$ cat config.mk
export PLATFORM = sky130hd
export DESIGN_NAME = clk_divider_prog
export DESIGN_NICKNAME = d
export VERILOG_FILES = /design/src/rtl/clk_divider_prog.sv
export SDC_FILE = /design/constraint.sdc
export NUM_CORES = 1
export LEC_CHECK = 0
export CAP_MARGIN = 25
export CORE_ASPECT_RATIO = 1.1
export CORE_MARGIN = 1
export CORE_UTILIZATION = 58
export CTS_CLUSTER_DIAMETER = 150
export CTS_CLUSTER_SIZE = 10
export DETAILED_ROUTE_END_ITERATION = 12
export PLACE_DENSITY_LB_ADDON = 0.25
export SYNTH_ARGS = -nofsm -noshare
export SYNTH_HDL_FRONTEND = slang
export SYNTH_SLANG_ARGS = --single-unit
$ cat constraint.sdc
create_clock -name clk -period 6.47 [get_ports clk]
set_clock_uncertainty 0.2 [all_clocks]
set_input_delay 1.294 -clock clk [delete_from_list [all_inputs] [get_ports clk]]
set_output_delay 1.294 -clock clk [all_outputs]
set_load 0.1 [all_outputs]
$ cat src/rtl/clk_divider_prog.sv
// Runtime-programmable clock divider: square-wave clk_d plus a one-cycle tick
// at the start of each period. New ratios take effect only at period boundaries or on clr.
module clk_divider_prog #(
    parameter int WIDTH       = 8,
    parameter int DEFAULT_DIV = 4
) (
    input  logic             clk,
    input  logic             rst,
    input  logic             en,
    input  logic             clr,
    input  logic [WIDTH-1:0] div_ratio,
    output logic             clk_d,
    output logic             tick,
    output logic [WIDTH-1:0] ratio_active
);

    // Ratios 0 and 1 cannot form a high and a low phase, so they run as 2.
    function automatic logic [WIDTH-1:0] sanitize(input logic [WIDTH-1:0] r);
        return (r < WIDTH'(2)) ? WIDTH'(2) : r;
    endfunction

    localparam logic [WIDTH-1:0] ONE         = WIDTH'(1);
    localparam logic [WIDTH-1:0] DEFAULT_SAN = sanitize(WIDTH'(DEFAULT_DIV));

    logic [WIDTH-1:0] r_cnt;
    logic [WIDTH-1:0] r_ratio_q;
    logic             r_clk_d;
    logic             r_tick;

    logic             w_terminal;
    logic [WIDTH-1:0] w_cnt_next;
    logic [WIDTH-1:0] w_ratio_next;
    logic             w_clk_d_next;
    logic             w_tick_next;

    // Next count/ratio for an enabled cycle; r_ratio_q >= 2 so the subtraction never wraps.
    always_comb begin
        w_terminal   = (r_cnt >= (r_ratio_q - ONE));
        w_cnt_next   = r_cnt;
        w_ratio_next = r_ratio_q;
        w_tick_next  = 1'b0;
        if (w_terminal) begin
            w_cnt_next   = '0;
            w_ratio_next = sanitize(div_ratio);
            w_tick_next  = 1'b1;
        end else begin
            w_cnt_next   = r_cnt + ONE;
            w_ratio_next = r_ratio_q;
            w_tick_next  = 1'b0;
        end
        w_clk_d_next = (w_cnt_next >= (w_ratio_next >> 1));
    end

    // State registers; rst beats clr, clr beats en, otherwise hold with tick cleared.
    always_ff @(posedge clk) begin
        if (rst) begin
            r_cnt     <= '0;
            r_ratio_q <= DEFAULT_SAN;
            r_clk_d   <= 1'b0;
            r_tick    <= 1'b0;
        end else if (clr) begin
            r_cnt     <= '0;
            r_ratio_q <= sanitize(div_ratio);
            r_clk_d   <= 1'b0;
            r_tick    <= 1'b0;
        end else if (en) begin
            r_cnt     <= w_cnt_next;
            r_ratio_q <= w_ratio_next;
            r_clk_d   <= w_clk_d_next;
            r_tick    <= w_tick_next;
        end else begin
            r_cnt     <= r_cnt;
            r_ratio_q <= r_ratio_q;
            r_clk_d   <= r_clk_d;
            r_tick    <= 1'b0;
        end
    end

    assign clk_d        = r_clk_d;
    assign tick         = r_tick;
    assign ratio_active = r_ratio_q;

endmodule

Word level (Yosys, flattened, before mapping)

Cells that the tools add are included.

Register bits: 18
Input bits: 12
Output and inout bits: 10
Logic and storage cells: 22

Add/sub/neg operators: 2
Order comparisons: 3
Multiplexer cells: 6
Bitwise operators: 1
Reductions and logical operators: 5

Operators with widths:

| cell                | number |
|---|---|
| $mux 8              | 5 |
| $add 8x1->8 const B | 1 |
| $ge 8x7->1          | 1 |
| $ge 8x8->1          | 1 |
| $lt 8x2->1 const B  | 1 |
| $sub 8x1->8 const B | 1 |
| $reduce_bool 2->1   | 2 |
| $reduce_or 3->1     | 1 |
| $reduce_and 2->1    | 1 |
| $reduce_or 2->1     | 1 |
| $mux 1              | 1 |
| $not 1->1           | 1 |

Depth between registers and ports, before layout

Depth after elaboration: 5
Depth in mapped cells: 17
Depth with buffers taken out: 16

Least setup slack after synthesis

Ideal clock, no wire load.

Kind: reg2reg
Start point: reg r_ratio_q[0], in the netlist ratio_active[0]
End point: reg r_clk_d, in the netlist clk_d
Library setup time: 134 ps
Arrival time: 3,618 ps
Data required time: 6,136 ps
Setup slack: 2,518 ps
Stages on the path, launching flop included: 18
Path buffers: 1
Clock period less this slack: 3,952 ps
Path through: dfxtp_1 inv_1 ha_1 nand2_1 xor2_1 ha_1 and3_4 o211a_2 a21o_4 buf_2 nor2_1 a21oi_1 ha_1 nand2b_1 a31oi_1 o21ai_0 nand3_1 a211oi_1

Cells in the longest elaborated chain, start to end: 4
Elaborated cells on any way between the ends: 5
Those cells by class: add/sub (1); order compare (2); mux (2)

RTL lines:

| item                   | line | source |
|---|---|---|
| from (decl)            | 26   | `logic [WIDTH-1:0] r_ratio_q;` |
| from (signal assigned) | 63   | `r_ratio_q <= sanitize(div_ratio);` |
| from (signal assigned) | 68   | `r_ratio_q <= w_ratio_next;` |
| from (signal assigned) | 73   | `r_ratio_q <= r_ratio_q;` |
| $sub 8x1->8 *          | 38   | `w_terminal = (r_cnt >= (r_ratio_q - ONE));` |
| $ge 8x8->1 *           | 38   |  |
| $mux 8                 | 42   | `if (w_terminal) begin` |
| $ge 8x7->1 *           | 51   | `w_clk_d_next = (w_cnt_next >= (w_ratio_next >> 1));` |
| to (signal assigned)   | 69   | `r_clk_d <= w_clk_d_next;` |
| to (signal assigned)   | 74   | `r_clk_d <= r_clk_d;` |
| to (decl)              | 27   | `logic r_clk_d;` |

Mark *: on every way between the ends. The rest lies on a longest branch, timed or not. The select of a mux whose other input is x is not followed.
A chain may end at the register's enable or synchronous reset.

Worst setup path after layout

Start point: reg r_ratio_q[2], in the netlist ratio_active[2]
End point: reg r_clk_d, in the netlist clk_d

Cells in the longest elaborated chain, start to end: 4
Elaborated cells on any way between the ends: 5
Those cells by class: add/sub (1); order compare (2); mux (2)

RTL lines:

| item         | line |
|---|---|
| $sub 8x1->8  | 38 |
| $ge 8x8->1   | 38 |
| $mux 8       | 42 |
| $ge 8x7->1 * | 51 |

Marks and branches as above.

==> summary.txt <==
cell area power density = 180 nW/um^2
CP required = 6.49 ns
Routed Wire Length = 3570 um
die area = 2830 sq um
largest net degree at the start of global routing = 18
register bit total from synthesis = 18
worst skew pair latency = 0.31 ns
antenna-violating nets left = 0
most common cell after layout, fill and taps aside = clkdlybuf4s50_1
IO buf count = 21
Worst EP arrival = 3.79 ns
final net count = 233
clock buffer count from CTS = 3
total power = 0.322 mW
worst path bufs/invs = 0
post-cts resize count = 0
CTS Sinks = 18
leakage = 0.702 nW
row count = 19
cell area after synthesis = 1520 sq um
initial antenna violation count = 0
synthesis-to-finish area growth = 17.1%
critical path's largest stage delay = 0.64 ns
WS Path Type = register to register
via count = 1421
Synth warnings = 0
Starting Density = 61.0%
commonest non-fill, non-tap cells in the layout = clkdlybuf4s50_1, nor2_1, dfxtp_1
crit-path leading delay family = compound AO/OA/AOI/OAI gates
endpoints failing hold = 0
Hold Buf Count CTS = 0
Place WS = 2.75 ns
Starting DRT DRC Count = 68
CP max-delay cell = a21oi_1
I/O pins = 22
share of layout cells above drive strength 1 = 6.90%
Die Span X = 50.8 um
setup bufs post-CTS = 0
min cycle time layout = 3.77 ns
Slew headroom = 34.4%
HP Class = register to register
Final Setup Violations = 0
first-pass GRT wire length = 6200 um
maxcap violations = 0
unrepaired setup endpoints after global routing = no
CTS tree = built
Sum Neg Setup Slack = 0 ns
sequential element share of the synthesized area = 23.7%
actual slew at the worst max-slew pin = 0.982 ns
fmax = 0.265 GHz
synth unique cells = 39
FILL cells = 197
Reg clk slew, reported paths = 0.12 ns
final core utilization = 71.4%
Max FO, Critical Path = 11
routed length per instance = 15.2 um
Final Max Slew Viols = 0
Die Y = 55.7 um
hpwl dp = 2760 um
status = finished clean
GP Congestion = 0.933
Antenna Cells = 0
number of global-route vias before repair = 1396
Net Count, Synth = 213
worst vdd ir = 0.000197 V
CTS max path bufs = 2
Gate Count Post-Synth = 184
syn avg cell area = 8.27 sq um
startpoint types = register
CP Capture Type = register
GRT Total Usage = 28.4%
final worst path period share = 58.3%
worst-path cell chain = nor4_1 -> nand2_1 -> xor2_1 -> ha_1 -> a21oi_1 -> o21ai_1 -> a21oi_1 -> nand2_1 -> ha_1 -> nand2b_1 -> a31oi_1 -> o21ai_0 -> nand3_1 -> a211oi_1
grt total ovfl = 0
drt pass-1 iters = 4
H-tree depth = 1
DRC Markers = 0
post-DR vias/cell = 6.07
core area = 2500 sq um
PnR worst setup slack = 2.70 ns
CTS root buf = clkbuf_4
Yosys cell counts (all sizes together):
master	instances	area (sq um)
xnor2	7	61.3
nor4b	1	8.76
a21oi	15	86.3
clkbuf	3	11.3
nand2	12	45.0
nor2	19	71.3
o211ai	1	21.3
a21o	2	22.5
o211a	1	10.0
nand4b	3	26.3
xor2	5	43.8
dfxtp	18	360
a311oi	1	8.76
inv	9	33.8
and2	2	12.5
nor3	4	20.0
nor4	2	12.5
buf	3	13.8
a31oi	1	6.26
or4	1	7.51
mux2	2	22.5
nand3	6	30.0
a211oi	7	52.6
a21boi	1	7.51
nand2b	11	68.8
or2	1	6.26
mux2i	12	120
a221oi	1	8.76
ha	17	213
o21ai	10	50.0
o22ai	1	20.0
and3	2	17.5
nand4	2	12.5
nor2b	1	8.76
flip-flops by register name, summed over array words and instances (netlist names):
signal and count:
tick 1, ratio_active 8, clk_d 1, r_cnt 8
worst paths after layout:
kind	startpoint	endpoint	slack, ns	cells after the start
worst max register to register	ratio_active[2]	clk_d	2.70	14
worst min-delay path	clk_d	clk_d	0.29	2
worst max-delay path	ratio_active[2]	clk_d	2.70	14
worst min register to register	clk_d	clk_d	0.29	2
layout make-up:
type                            count  area, sq um  area share [%]
Multi-Input combinational cell    151         1100            61.9
Sequential cell                    18          360            20.2
Timing Repair Buffer               21          210            11.8
Tap cell                           31         38.8            2.18
Clock buffer                        4         36.3            2.04
Inverter                            9         33.8            1.90
layer usage:
layer  share of wire, %  wire, um  vias up  track usage [%]
met5                  0         0        -                0
met4                3.9       140        0             13.1
met3                4.2       149       21             4.92
met2                 48      1720       59             48.6
met1                 44      1560      643             33.8
li1                   -         -      698                -
metrics by stage:
step                      cell area (sq um)  std cells  hold WS, ns
after floorplan                        1520        184        0.270
after global placement                 1750        230        0.279
after detailed placement               1750        230        0.284
after CTS                              1780        234        0.300
after global routing                   1780        234        0.337
final                                  1780        234        0.292
worst reg2reg max path, stage by stage, from the launching register on:
cell and delay [ns]:
dfxtp_1 0.40, nor4_1 0.38, nand2_1 0.11, xor2_1 0.17, ha_1 0.35, a21oi_1 0.16
o21ai_1 0.20, a21oi_1 0.64, nand2_1 0.13, ha_1 0.30, nand2b_1 0.10, a31oi_1 0.08
o21ai_0 0.17, nand3_1 0.09, a211oi_1 0.22
power breakdown:
| group | switching [mW] | internal, mW |
|---|---|---|
| combinational | 0.0795 | 0.0470 |
| sequential | 0.00757 | 0.116 |
| clock | 0.0375 | 0.0343 |
kinds of logic after synthesis:
group,Yosys count,share of synthesized area [%]
AO/OA/AOI/OAI,41,19.3
XOR/XNOR,12,6.91
adder cells (fa/ha/maj),17,14.0
buffers and inverters,15,3.86
flip-flops,18,23.7
multiplexers,14,9.38
AND/OR/NAND/NOR,67,22.9
Note: power is estimated with default switching activity, not from simulation.
